[src/rtl/uart_tx.sv]
// uart_tx: 8N1 UART transmitter (STOP_BITS selects one or two stop bits).
// Each accepted byte goes out LSB first: one start bit, 8 data bits, then
// STOP_BITS stop bits. Every bit is held for CLKS_PER_BIT clock cycles.
//
// Ports:
//   FPGA_CLK   system clock
//   FPGA_RST   synchronous, active-high reset
//   TX_DATA    byte to send, sampled only on the valid/ready handshake
//   TX_VALID   TX_DATA holds a byte to send
//   TX_READY   block can accept a byte this cycle (registered)
//   UART_TXD   serial line, idles high (registered)
//   TX_BUSY    a frame is in progress (registered)
//   TX_DONE    one-cycle pulse in the last cycle of the stop period (registered)
module uart_tx #(
    parameter int unsigned CLKS_PER_BIT = 434,
    parameter int unsigned STOP_BITS    = 1
) (
    input  logic       FPGA_CLK,
    input  logic       FPGA_RST,
    input  logic [7:0] TX_DATA,
    input  logic       TX_VALID,
    output logic       TX_READY,
    output logic       UART_TXD,
    output logic       TX_BUSY,
    output logic       TX_DONE
);

    localparam int unsigned CNT_W = (CLKS_PER_BIT > 2) ? $clog2(CLKS_PER_BIT) : 1;
    localparam logic [CNT_W-1:0] CNT_LAST = CNT_W'(CLKS_PER_BIT - 1);
    // TX_DONE is registered, so it is raised one cycle before the final stop cycle ends
    localparam logic [CNT_W-1:0] CNT_PRE  = CNT_W'(CLKS_PER_BIT - 2);
    localparam logic [2:0]       BIT_LAST  = 3'd7;
    localparam logic [2:0]       STOP_LAST = 3'(STOP_BITS - 1);

    typedef enum logic [1:0] {
        IDLE  = 2'd0,
        START = 2'd1,
        DATA  = 2'd2,
        STOP  = 2'd3
    } state_e;

    state_e           state_q, state_d;
    logic [CNT_W-1:0] cnt_q, cnt_d;
    logic [2:0]       bit_q, bit_d;
    logic [7:0]       shreg_q, shreg_d;
    logic             txd_q, txd_d;
    logic             ready_q, ready_d;
    logic             busy_q, busy_d;
    logic             done_q, done_d;

    // State and output registers
    always_ff @(posedge FPGA_CLK) begin
        if (FPGA_RST) begin
            state_q <= IDLE;
            cnt_q   <= '0;
            bit_q   <= '0;
            shreg_q <= '0;
            txd_q   <= 1'b1;
            ready_q <= 1'b1;
            busy_q  <= 1'b0;
            done_q  <= 1'b0;
        end else begin
            state_q <= state_d;
            cnt_q   <= cnt_d;
            bit_q   <= bit_d;
            shreg_q <= shreg_d;
            txd_q   <= txd_d;
            ready_q <= ready_d;
            busy_q  <= busy_d;
            done_q  <= done_d;
        end
    end

    // Next-state and next-output logic
    always_comb begin
        state_d = state_q;
        cnt_d   = cnt_q;
        bit_d   = bit_q;
        shreg_d = shreg_q;
        txd_d   = txd_q;
        busy_d  = busy_q;
        done_d  = 1'b0;

        unique case (state_q)
            IDLE: begin
                txd_d  = 1'b1;
                busy_d = 1'b0;
                if (TX_VALID && ready_q) begin
                    state_d = START;
                    shreg_d = TX_DATA;
                    txd_d   = 1'b0;
                    busy_d  = 1'b1;
                    cnt_d   = '0;
                end
            end

            START: begin
                if (cnt_q == CNT_LAST) begin
                    state_d = DATA;
                    cnt_d   = '0;
                    bit_d   = '0;
                    txd_d   = shreg_q[0];
                end else begin
                    cnt_d = cnt_q + CNT_W'(1);
                end
            end

            DATA: begin
                if (cnt_q == CNT_LAST) begin
                    cnt_d   = '0;
                    shreg_d = {1'b0, shreg_q[7:1]};
                    if (bit_q == BIT_LAST) begin
                        state_d = STOP;
                        bit_d   = '0;
                        txd_d   = 1'b1;
                    end else begin
                        bit_d = bit_q + 3'd1;
                        txd_d = shreg_q[1];
                    end
                end else begin
                    cnt_d = cnt_q + CNT_W'(1);
                end
            end

            STOP: begin
                txd_d = 1'b1;
                // bit counter doubles as the stop-bit index here
                done_d = (bit_q == STOP_LAST) && (cnt_q == CNT_PRE);
                if (cnt_q == CNT_LAST) begin
                    cnt_d = '0;
                    if (bit_q == STOP_LAST) begin
                        state_d = IDLE;
                        bit_d   = '0;
                        busy_d  = 1'b0;
                    end else begin
                        bit_d = bit_q + 3'd1;
                    end
                end else begin
                    cnt_d = cnt_q + CNT_W'(1);
                end
            end

            default: begin
                state_d = IDLE;
                txd_d   = 1'b1;
                busy_d  = 1'b0;
            end
        endcase
    end

    assign ready_d  = ~busy_d;

    assign TX_READY = ready_q;
    assign UART_TXD = txd_q;
    assign TX_BUSY  = busy_q;
    assign TX_DONE  = done_q;

endmodule
[config.mk]
export PLATFORM = sky130hd
export DESIGN_NAME = uart_tx
export DESIGN_NICKNAME = d
export VERILOG_FILES = /design/src/rtl/uart_tx.sv
export SDC_FILE = /design/constraint.sdc
export NUM_CORES = 1
export LEC_CHECK = 0
export ABC_AREA = 1
export ABC_CLOCK_PERIOD_IN_PS = 4800
export BUFFER_PORTS_ARGS = -buffer_cell sky130_fd_sc_hd__buf_2
export CAP_MARGIN = 10
export CORE_MARGIN = 4
export CORE_UTILIZATION = 62
export DETAILED_ROUTE_END_ITERATION = 8
export MAX_ROUTING_LAYER = met4
export PLACE_DENSITY = 0.81
export SLEW_MARGIN = 40
export SYNTH_ARGS = -nofsm -noshare
export SYNTH_HDL_FRONTEND = slang
export SYNTH_SLANG_ARGS = --single-unit
[constraint.sdc]
create_clock -name FPGA_CLK -period 4.8 [get_ports FPGA_CLK]
set_clock_uncertainty 0.2 [all_clocks]
set_input_delay 0.72 -clock FPGA_CLK [delete_from_list [all_inputs] [get_ports FPGA_CLK]]
set_output_delay 0.72 -clock FPGA_CLK [all_outputs]
set_load 0.005 [all_outputs]
==> flow_summary.toml <==
[cells_and_area]
layout-drive-gt1-share_pct = 16.4
design_area_sq_mm = 0.00158
n_antenna_cell = 0
nets = 242
layout.cells.non_filler = 247
area_growth_syn_to_layout_pct = 8.62

[pwr]
p_total_mw = 0.992
powerDensity_mw_per_mm2 = 629
seqPwrFrac_pct = 33.3
p_leak_nw = 0.757
irDropWorstVdd_uv = 452
pwr-share-comb_pct = 55.3
sw_frac_of_total_pct = 47.1
p_clk_share_pct = 11.3
p_int_mw = 0.525
power_switching_mw = 0.467

[sta]
worst_slack_ps = 2710
max_slew_margin_pct = 65.3
finalSetupTns_ps = 0
fin_crit_ps = 2090
fmax_mhz = 478
hold_violations = 0
drv_slew = 0
rsz0062_at_grt = "false"
tightestPinTransition_ps = 520
finalCritPeriodShare_pct = 43.5
setup_viol = 0

[drt]
drc_errors = 0
firstDrtPassIters = 4
finalWirelength_um = 2900
via_count = 1326
wl_per_cell_um = 11.7
drt_iter0_drc = 25
postRouteAntennaNets = 0
via_per_inst = 5.37

[status]
status = "complete, no violations"

[critical_path]
cp_common_cell = "nor2_1"
cp_max_fo = 14
critical_path.max_stage_delay_ps = 420
cp_num_buf_inv = 2
endpoint_kind = "register"
crit_type = "register to register"
worstSetupStartpointType = "register"
crit_required_ps = 4880
slowest_stage = "dfxtp_1"
worstPathCellList = "inv_1, ha_1, nor2_1, clkinv_1, nand3_2, o21ai_0, nor2_1"
arrival_ps = 2170
cp_top_family = "simple AND/OR/NAND/NOR gates"

[synthesis]
synth_cells = 203
synth-edff-count = 0
synthArstFlopShare_pct = 0
synthesis.area_sq_mm = 0.00145
synth_cell_types = 29
synth_fa_ha_area_share_pct = 9.48
netlist.top_cell.by_area = "dfxtp_1"
synth_top_area_share_pct = 35.9
synth_compound_gate_area_share_pct = 11.9
synth_most_common_cell = "nand2_1"
muxShareOfSynthArea_pct = 0
netlist_top_cells_count = "51 x nand2_1, 28 x nor2_1, 26 x dfxtp_1, 20 x inv_1, 16 x a21oi_1"
ys_seq_elements = 26
ys_warn_count = 0
yosys.area_share.simple_pct = 34.3
synth.avg_cell_area_sq_um = 7.15
synth_flop_cell = "dfxtp_1"
synth_xor_area_share_pct = 1.21
synth_top_family_by_area = "simple AND/OR/NAND/NOR gates"
yosysSeqAreaShare_pct = 35.9
synth_nets = 225
ys_top_cells_by_area = "dfxtp_1 36%, nand2_1 13%, ha_1 9.5%"

[global_route]
gr-usage-all-layers_pct = 20.9
grt.overflow.total = 0
antenna_found_initial = 0
grt_pass1_wl_um = 5280
grt_pass1_vias = 1238
grt_max_degree = 18

[die]
die_area_sq_mm = 0.00318
core_area_sq_mm = 0.00221
ios = 15
initial_utilization_pct = 65.6
num_rows = 17
die_x_um = 56.4
chipHeight_um = 56.4

[clock_tree]
htree_levels = 1
worstSkewPairLatency_ps = 330
root_buffer = "clkbuf_4"
path_clk_slew_ps = 150
post_cts_buffers = 0
cts_hold_buf = 0
cts-resized-gates = 0
clkSinkCount = 26
cts_buffers = 3
tritoncts = "yes"
clockBufferDepth = 2

[placed_design]
place_inst = 243
hpwlAfterDp_um = 2240
dpl_cell_area_sq_mm = 0.00154
dp_slack_ps = 2730
gp_congestion = 0.819
io_buffers = 14

[run]
drv_cap = 0

[hold_path]
min_path_type = "register to register"
==> worst register-to-register path: stages, from the launching register on <==
cell and delay, ps:
dfxtp_1 420, inv_1 100, ha_1 390, nor2_1 220, clkinv_1 260, nand3_2 230, o21ai_0 100, nor2_1 120
==> per-layer routing <==
| metal | share of wire (%) | GRT usage, % |
|---|---|---|
| met1 | 47 | 28.3 |
| met2 | 47 | 32.4 |
| met3 | 4.9 | 2.30 |
| met4 | 1.5 | 7.12 |
| met5 | 0 | - |
==> through the flow <==
step | util (%) | hold slack (ps)
detailed placement | 69.6 | 277
finish | 71.3 | 305
floorplan | - | 251
global placement | 69.6 | 264
CTS | 71.3 | 309
global route | 71.3 | 333
==> power groups by stage <==
stage	logic [mW]	clock network, mW	registers (mW)
final	0.549	0.113	0.331
after floorplan	0.439	0	0.325
after detailed placement	0.548	0	0.334
after global placement	0.531	0	0.330
after CTS	0.551	0.114	0.329
after global routing	0.640	0.123	0.340
==> worst paths after layout <==
path                            cells after the start         end  slack [ps]        from
worst max-delay path                                7  shreg_q[2]        2710  state_q[0]
worst max register to register                      7  shreg_q[2]        2710  state_q[0]
worst min-delay path                                2  shreg_q[4]         300  shreg_q[4]
worst min register to register                      2  shreg_q[4]         300  shreg_q[4]
==> placed cells by master (no fill, tap or decap) <==
master,count
a31oi_1,1
inv_4,1
a21oi_1,16
o21ai_0,11
o21ai_2,1
clkinv_1,1
ha_1,11
nor2_2,3
clkbuf_4,3
nor2_1,28
inv_2,1
xnor2_1,1
or2_2,2
inv_1,20
nor3_1,2
xor2_1,1
nand2_1,51
o21a_1,2
nand2_2,3
buf_2,14
nand2_4,4
nand3_1,6
o211ai_1,1
nor3b_1,1
nand3_2,2
nor2_4,1
nand4_1,3
clkbuf_8,1
nor4b_1,1
dfxtp_1,26
==> state kept, by name (all words and copies together) (netlist names), named ones only <==
| signal | cells |
|---|---|
| TX_DONE | 1 |
| UART_TXD | 1 |
| cnt_q | 9 |
| state_q | 2 |
| shreg_q | 8 |
| bit_q | 3 |
| TX_READY | 1 |
==> kinds of logic (layout without fill, tap and decap cells) <==
group / after synthesis / in the layout
and+or+nand+nor: 107 / 107
AOI/OAI and AO/OA: 32 / 32
DFF: 26 / 26
buffers and inverters: 25 / 41
adders and majority gates: 11 / 11
xor gates and xnor gates: 2 / 2
==> layout make-up <==
type | instances | area [sq um]
clock buffer | 4 | 36.3
fill | 209 | 636
inverter | 23 | 88.8
multi-input combinational | 152 | 826
sequential | 26 | 520
tap | 28 | 35.0
timing repair buffer | 14 | 70.1
No activity file was read; power rests on OpenSTA's default activity.
